==> config.mk <==
export PLATFORM = sky130hd
export DESIGN_NAME = router_sync
export DESIGN_NICKNAME = d
export VERILOG_FILES = /design/src/rtl/router_pkg.sv /design/src/rtl/router_port_timer.sv /design/src/rtl/router_sync.sv
export SDC_FILE = /design/constraint.sdc
export NUM_CORES = 1
export LEC_CHECK = 0
export CORE_AREA = 8 8 45 47
export DETAILED_ROUTE_END_ITERATION = 10
export DIE_AREA = 0 0 53 55
export GPL_ROUTABILITY_DRIVEN = 0
export PLACE_DENSITY = 0.56
export RECOVER_POWER = 100
export SYNTH_ARGS = -nofsm -noshare
export SYNTH_HDL_FRONTEND = slang
export SYNTH_SLANG_ARGS = --single-unit
==> constraint.sdc <==
create_clock -name clk1 -period 1.6 [get_ports clk1]
set_clock_uncertainty 0.2 [all_clocks]
set_input_delay 0.32 -clock clk1 [delete_from_list [all_inputs] [get_ports clk1]]
set_output_delay 0.32 -clock clk1 [all_outputs]
set_load 0.1 [all_outputs]
==> src/rtl/router_pkg.sv <==
// rtl/router_pkg.sv - shared router constants, port-index type and destination helper
package router_pkg;

   localparam int NPORT           = 3;
   localparam int DEST_W          = 2;
   localparam int TIMEOUT_DEFAULT = 30;

   typedef logic [DEST_W-1:0] port_idx_t;

   localparam port_idx_t DEST_INVALID = 2'd3;

   // A destination is usable only if it names an existing output port
   function automatic logic is_valid_dest(input port_idx_t d);
      return (int'(d) < NPORT);
   endfunction

endpackage

==> src/rtl/router_port_timer.sv <==
// rtl/router_port_timer.sv - per-port stall counter producing a one-cycle FIFO flush pulse
module router_port_timer
   import router_pkg::*;
#(
   parameter int TIMEOUT = TIMEOUT_DEFAULT
) (
   input  logic clk1,
   input  logic reset,
   input  logic i_empty,
   input  logic i_read,
   output logic o_soft_reset
);

   localparam logic [7:0] LAST_CNT = 8'(TIMEOUT - 1);

   logic [7:0] r_cnt;
   logic       r_soft_reset;

   // Count consecutive valid-but-unread cycles; flush and restart when the limit is reached
   always_ff @(posedge clk1 or negedge reset) begin
      if (!reset) begin
         r_cnt        <= '0;
         r_soft_reset <= 1'b0;
      end else if (i_read || i_empty) begin
         r_cnt        <= '0;
         r_soft_reset <= 1'b0;
      end else if (r_cnt == LAST_CNT) begin
         r_cnt        <= '0;
         r_soft_reset <= 1'b1;
      end else begin
         r_cnt        <= r_cnt + 8'd1;
         r_soft_reset <= 1'b0;
      end
   end

   assign o_soft_reset = r_soft_reset;

endmodule

==> src/rtl/router_sync.sv <==
// rtl/router_sync.sv - router destination select, write steering and port supervisor (timeout gated by ROUTER_SYNC_TIMEOUT_EN)
module router_sync
   import router_pkg::*;
#(
   parameter int NPORT   = router_pkg::NPORT,
   parameter int TIMEOUT = router_pkg::TIMEOUT_DEFAULT
) (
   input  logic             clk1,
   input  logic             reset,
   input  logic             detect_add,
   input  logic [1:0]       data_in,
   input  logic             write_enb_reg,
   input  logic [NPORT-1:0] full,
   input  logic [NPORT-1:0] empty,
   input  logic [NPORT-1:0] read_enb,
   output logic [NPORT-1:0] write_enb,
   output logic             fifo_full,
   output logic [NPORT-1:0] vld_out,
   output logic [NPORT-1:0] soft_reset,
   output logic             dest_err
);

   port_idx_t        r_dest;
   logic             r_dest_err;
   logic [NPORT-1:0] w_write_enb;
   logic             w_fifo_full;
   logic             w_dest_ok;

   // Latch the header's destination; flag headers that address no port
   always_ff @(posedge clk1 or negedge reset) begin
      if (!reset) begin
         r_dest     <= DEST_INVALID;
         r_dest_err <= 1'b0;
      end else begin
         if (detect_add) begin
            r_dest <= data_in;
         end
         r_dest_err <= detect_add && (data_in == DEST_INVALID);
      end
   end

   assign w_dest_ok = is_valid_dest(r_dest);

   // Steer the single write strobe and select the matching full flag; invalid destination discards
   always_comb begin
      w_write_enb = '0;
      w_fifo_full = 1'b0;
      for (int i = 0; i < NPORT; i++) begin
         if (w_dest_ok && (r_dest == port_idx_t'(i))) begin
            w_write_enb[i] = write_enb_reg;
            w_fifo_full    = full[i];
         end
      end
   end

   assign write_enb = w_write_enb;
   assign fifo_full = w_fifo_full;
   assign vld_out   = ~empty;
   assign dest_err  = r_dest_err;

`ifdef ROUTER_SYNC_TIMEOUT_EN
   genvar g;
   for (g = 0; g < NPORT; g++) begin : g_timer
      router_port_timer #(
         .TIMEOUT (TIMEOUT)
      ) u_timer (
         .clk1         (clk1),
         .reset        (reset),
         .i_empty      (empty[g]),
         .i_read       (read_enb[g]),
         .o_soft_reset (soft_reset[g])
      );
   end
`else
   localparam int UNUSED_TIMEOUT = TIMEOUT;
   logic w_unused_read;
   assign w_unused_read = ^read_enb;
   assign soft_reset    = '0;
`endif

endmodule

=== Word level (Yosys, flattened, before mapping) ===
Index checks and enable logic that the tools add are counted.

* Flip-flop bits (word level): 3
* Bits of input ports: 15
* Word-level logic and storage cells: 18

* Order comparisons: 1
* Eq/ne operators: 3
* Multiplexer cells: 6
* Bitwise operators: 1
* Reduce and logical (&&, ||, !) cells: 5

{| class="wikitable"
|+ Operators with widths
! operator !! number
|-
| two-way mux 1 bit || 6
|-
| equality test 2 bit, second input constant || 2
|-
| logical AND 1 bit || 4
|-
| NOT 3 bit || 1
|-
| equality test 2 x 1 -> 1 bit, second input constant || 1
|-
| zero test 2 bit || 1
|-
| < comparator 2 bit, second input constant || 1
|}

=== Depth between registers and ports, before layout ===
* Depth in word-level cells: 5
* Mapped depth: 2
* Gate-level depth less buffers: 2

=== Worst setup path before layout ===
No wires, ideal clock.

* Path kind: register -> output
* Start point: register r_dest[1]
* End point: output port write_enb[0]
* Arrival: 2.579 ns
* Required time: 1.080 ns
* Path slack: -1.499 ns
* Stages on the path, launching flop included: 2
* Path buffers: 0
* Cells stage by stage: dfstp_2 > nor3b_1

* Longest elaborated chain between the ends: 3
* Elaborated cells between the ends (all ways): 4
* Classes of those cells: order compare (1); mux (1); reduce/logical (2)

{| class="wikitable"
|+ RTL lines
! item !! line !! RTL
|-
| from (decl) || router_sync.sv:23 || <nowiki>port_idx_t r_dest;</nowiki>
|-
| from (signal assigned) || router_sync.sv:36 || <nowiki>r_dest <= data_in;</nowiki>
|-
| < comparator 2 bit / zero test 2 bit (equally long branches) || router_pkg.sv:14, router_sync.sv:49 ||
|-
| logical AND 1 bit * || router_sync.sv:49 || <nowiki>if (w_dest_ok && (r_dest == port_idx_t'(i))) begin</nowiki>
|-
| two-way mux 1 bit * || router_sync.sv:49 ||
|-
| to (decl) || router_sync.sv:16 || <nowiki>output logic [NPORT-1:0] write_enb,</nowiki>
|}

Mark *: on every way between the ends. The rest lies on a longest branch, timed or not.

=== Final worst setup path ===
* Start point: register r_dest[0]
* End point: output port fifo_full

* Longest elaborated chain between the ends: 5
* Elaborated cells between the ends (all ways): 10
* Classes of those cells: order compare (1); eq/ne (2); mux (3); reduce/logical (4)

{| class="wikitable"
|+ RTL lines
! item !! line !! RTL
|-
| < comparator 2 bit / zero test 2 bit (equally long branches) || router_pkg.sv:14, router_sync.sv:49 ||
|-
| logical AND 1 bit || router_sync.sv:49 ||
|-
| two-way mux 1 bit (2 in a row) || router_sync.sv:49 ||
|-
| two-way mux 1 bit * || router_sync.sv:49 ||
|-
| to (decl) || router_sync.sv:17 || <nowiki>output logic fifo_full,</nowiki>
|}

Marked as above.

==> flow_metrics.tcl <==
set metrics [dict create \
    synth_fa_ha_area_share_pct 0 \
    power.leakage_nw 0.240 \
    drc 0 \
    finalHoldViolCount 0 \
    cts_tree "built" \
    required_ns 1.08 \
    synth_xor_area_share_pct 0 \
    final_cells 62 \
    synth.largest_area_cell "dfstp_2" \
    synth_top_area_share_pct 27.5 \
    cts_hold_buf 0 \
    fp.dieW_um 53 \
    final-setup-viol-count 4 \
    failed_checks "setup timing" \
    max-vdd-ir-drop_mv 0.409 \
    initial_core_util_pct 13.8 \
    layout_commonest_cell "clkdlybuf4s50_1" \
    clock_latency_ns 0.23 \
    dp_hpwl_um 540 \
    antenna_cells 0 \
    antenna_found_initial 0 \
    ys_seq_area_share_pct 40.5 \
    worstSetupPathType "register to output pin" \
    grt_pass1_vias 241 \
    grt_pass1_wl_um 986 \
    grt_use_total_pct 5.15 \
    rows 14 \
    yosysWarnings 0 \
    wl_um 635 \
    synth.area.top_cells "dfstp_2 (27%), dfrtp_1 (13%), buf_4 (12%)" \
    worstRegToRegCells 1 \
    post-route-util_pct 37.9 \
    cts_buffers 3 \
    dr.pass1.iters 1 \
    arrival_ns 1.31 \
    fin_ws_ns -0.227 \
    pre_cts_slack_ns -0.167 \
    status "finished with violations" \
    clk_pin_slew_ns 0.04 \
    io_buffers 19 \
    hp-class "primary input to asynchronous set/reset pin" \
    layout-drive-gt1-share_pct 47.8 \
    ys_seq_elements 3 \
    vias 227 \
    synth_cell_types 14 \
    synth_area_um2 191 \
    area.sequential_um2 77.6 \
    tns_ns -0.837 \
    h-tree-depth 1 \
    dp_cells 55 \
    clock_path_buffers 2 \
    final_cell_mix "clkdlybuf4s50_1 (8), buf_6 (5), clkbuf_4 (4), buf_12 (4)" \
    die_area_mm2 0.00292 \
    syn_inst 20 \
    synth_compound_area_share_pct 2.61 \
    timing.final.crit_period_ns 1.83 \
    multi_input_area_um2 121 \
    coreArea_mm2 0.00138 \
    fmax_ghz 0.547 \
    post-route-period-util_pct 114 \
    syn_area_per_cell_um2 9.57 \
    endpoint_kind "output pin" \
    syn2layout_area_growth_pct 174 \
    cp-start-kind "register" \
    fin_nets 62 \
    cts_sinks 3 \
    grt_start_max_net_pins 6 \
    drtAntennaViolNets 0 \
    boundaryPins 26 \
    synth_top_family_by_area "simple AND/OR/NAND/NOR gates" \
    max-cap-violations 0 \
    grt-ovfl-total 0 \
    die_y_um 55 \
    cts-root-buf "clkbuf_4" \
    fillCellCount 146 \
    drt_iter0_drc 0 \
    routedWlPerCell_um 10.2 \
    powerDensity_mw_per_mm2 925 \
    synth_simple_gate_area_share_pct 20.3 \
    cp_max_fo 5 \
    rsz0062_at_grt "yes" \
    synth.mux.area_fraction_pct 17.0 \
    slew_viol_final 0 \
    viasPerCell 3.66 \
]
[power breakdown]
group	switching, W	internal [W]
Combinational	0.000165	0.0000956
Clock	0.0000365	0.0000932
Sequential	0.00000749	0.0000866
Total	0.000209	0.000275
[metrics by stage]
step	instance area (µm²)	hold WS, ns	power, W
2_1_floorplan	233	-0.176	0.000262
3_3_place_gp	508	0.309	0.000356
3_5_place_dp	508	0.308	0.000357
4_1_cts	552	0.0655	0.000502
5_1_grt	524	0.142	0.000511
6_report	524	0.139	0.000485
[sequential cells by signal (all words and copies together) (netlist names)]
register / flops
dest_err: 1
r_dest: 2
[cell type report]
cell class,count,share of cell area (%)
sequential,3,14.8
timing repair buffer,23,51.1
multi-input combinational,13,23.2
clock buffer,4,5.01
tap,16,3.82
inverter,3,2.15
[metal layers]
metal	global-route usage [%]	up-vias	part of all wire (%)
li1	-	109	-
met1	3.82	100	29
met2	8.40	14	53
met3	2.94	4	14
met4	6.47	0	4.3
met5	0	-	0
[worst paths after layout]
check / slack, ns / to / from
max in group asynchronous: 0.84 / r_dest[1]$_DFFE_PN1P_ / reset
min reg2reg: 0.47 / r_dest[1]$_DFFE_PN1P_ / r_dest[1]$_DFFE_PN1P_
max reg2reg: 0.64 / r_dest[0]$_DFFE_PN1P_ / r_dest[0]$_DFFE_PN1P_
min: 0.14 / dest_err$_DFF_PN0_ / reset
max: -0.23 / fifo_full / r_dest[0]$_DFFE_PN1P_
min in group clk1: 0.47 / r_dest[1]$_DFFE_PN1P_ / r_dest[1]$_DFFE_PN1P_
[kinds of logic after synthesis]
group	count (synthesis)
simple gates	6
buf+inv	6
mux	3
flops	3
compound gates	1
other cells	1
[what timing repair did]
action	in CTS	in global routing
setup buffers	2	1
setup endpoints to repair	4	4
pin swaps	2	1
gates resized for setup	2	1
[synth_stat cells]
master    instances
mux2_1            2
conb_1            1
nor3b_1           1
dfrtp_1           1
o21ai_1           1
dfstp_2           2
nand3b_1          1
nor2_1            1
inv_1             3
buf_4             3
mux2i_1           1
and3b_2           1
nand2_1           1
and3_1            1
[worst max-delay path, stage by stage, from the launching register on]
cell and delay, ns:
dfstp_2 0.57, mux2i_2 0.26, o21ai_4 0.08, buf_12 0.16
(Power assumes the default switching activity.)
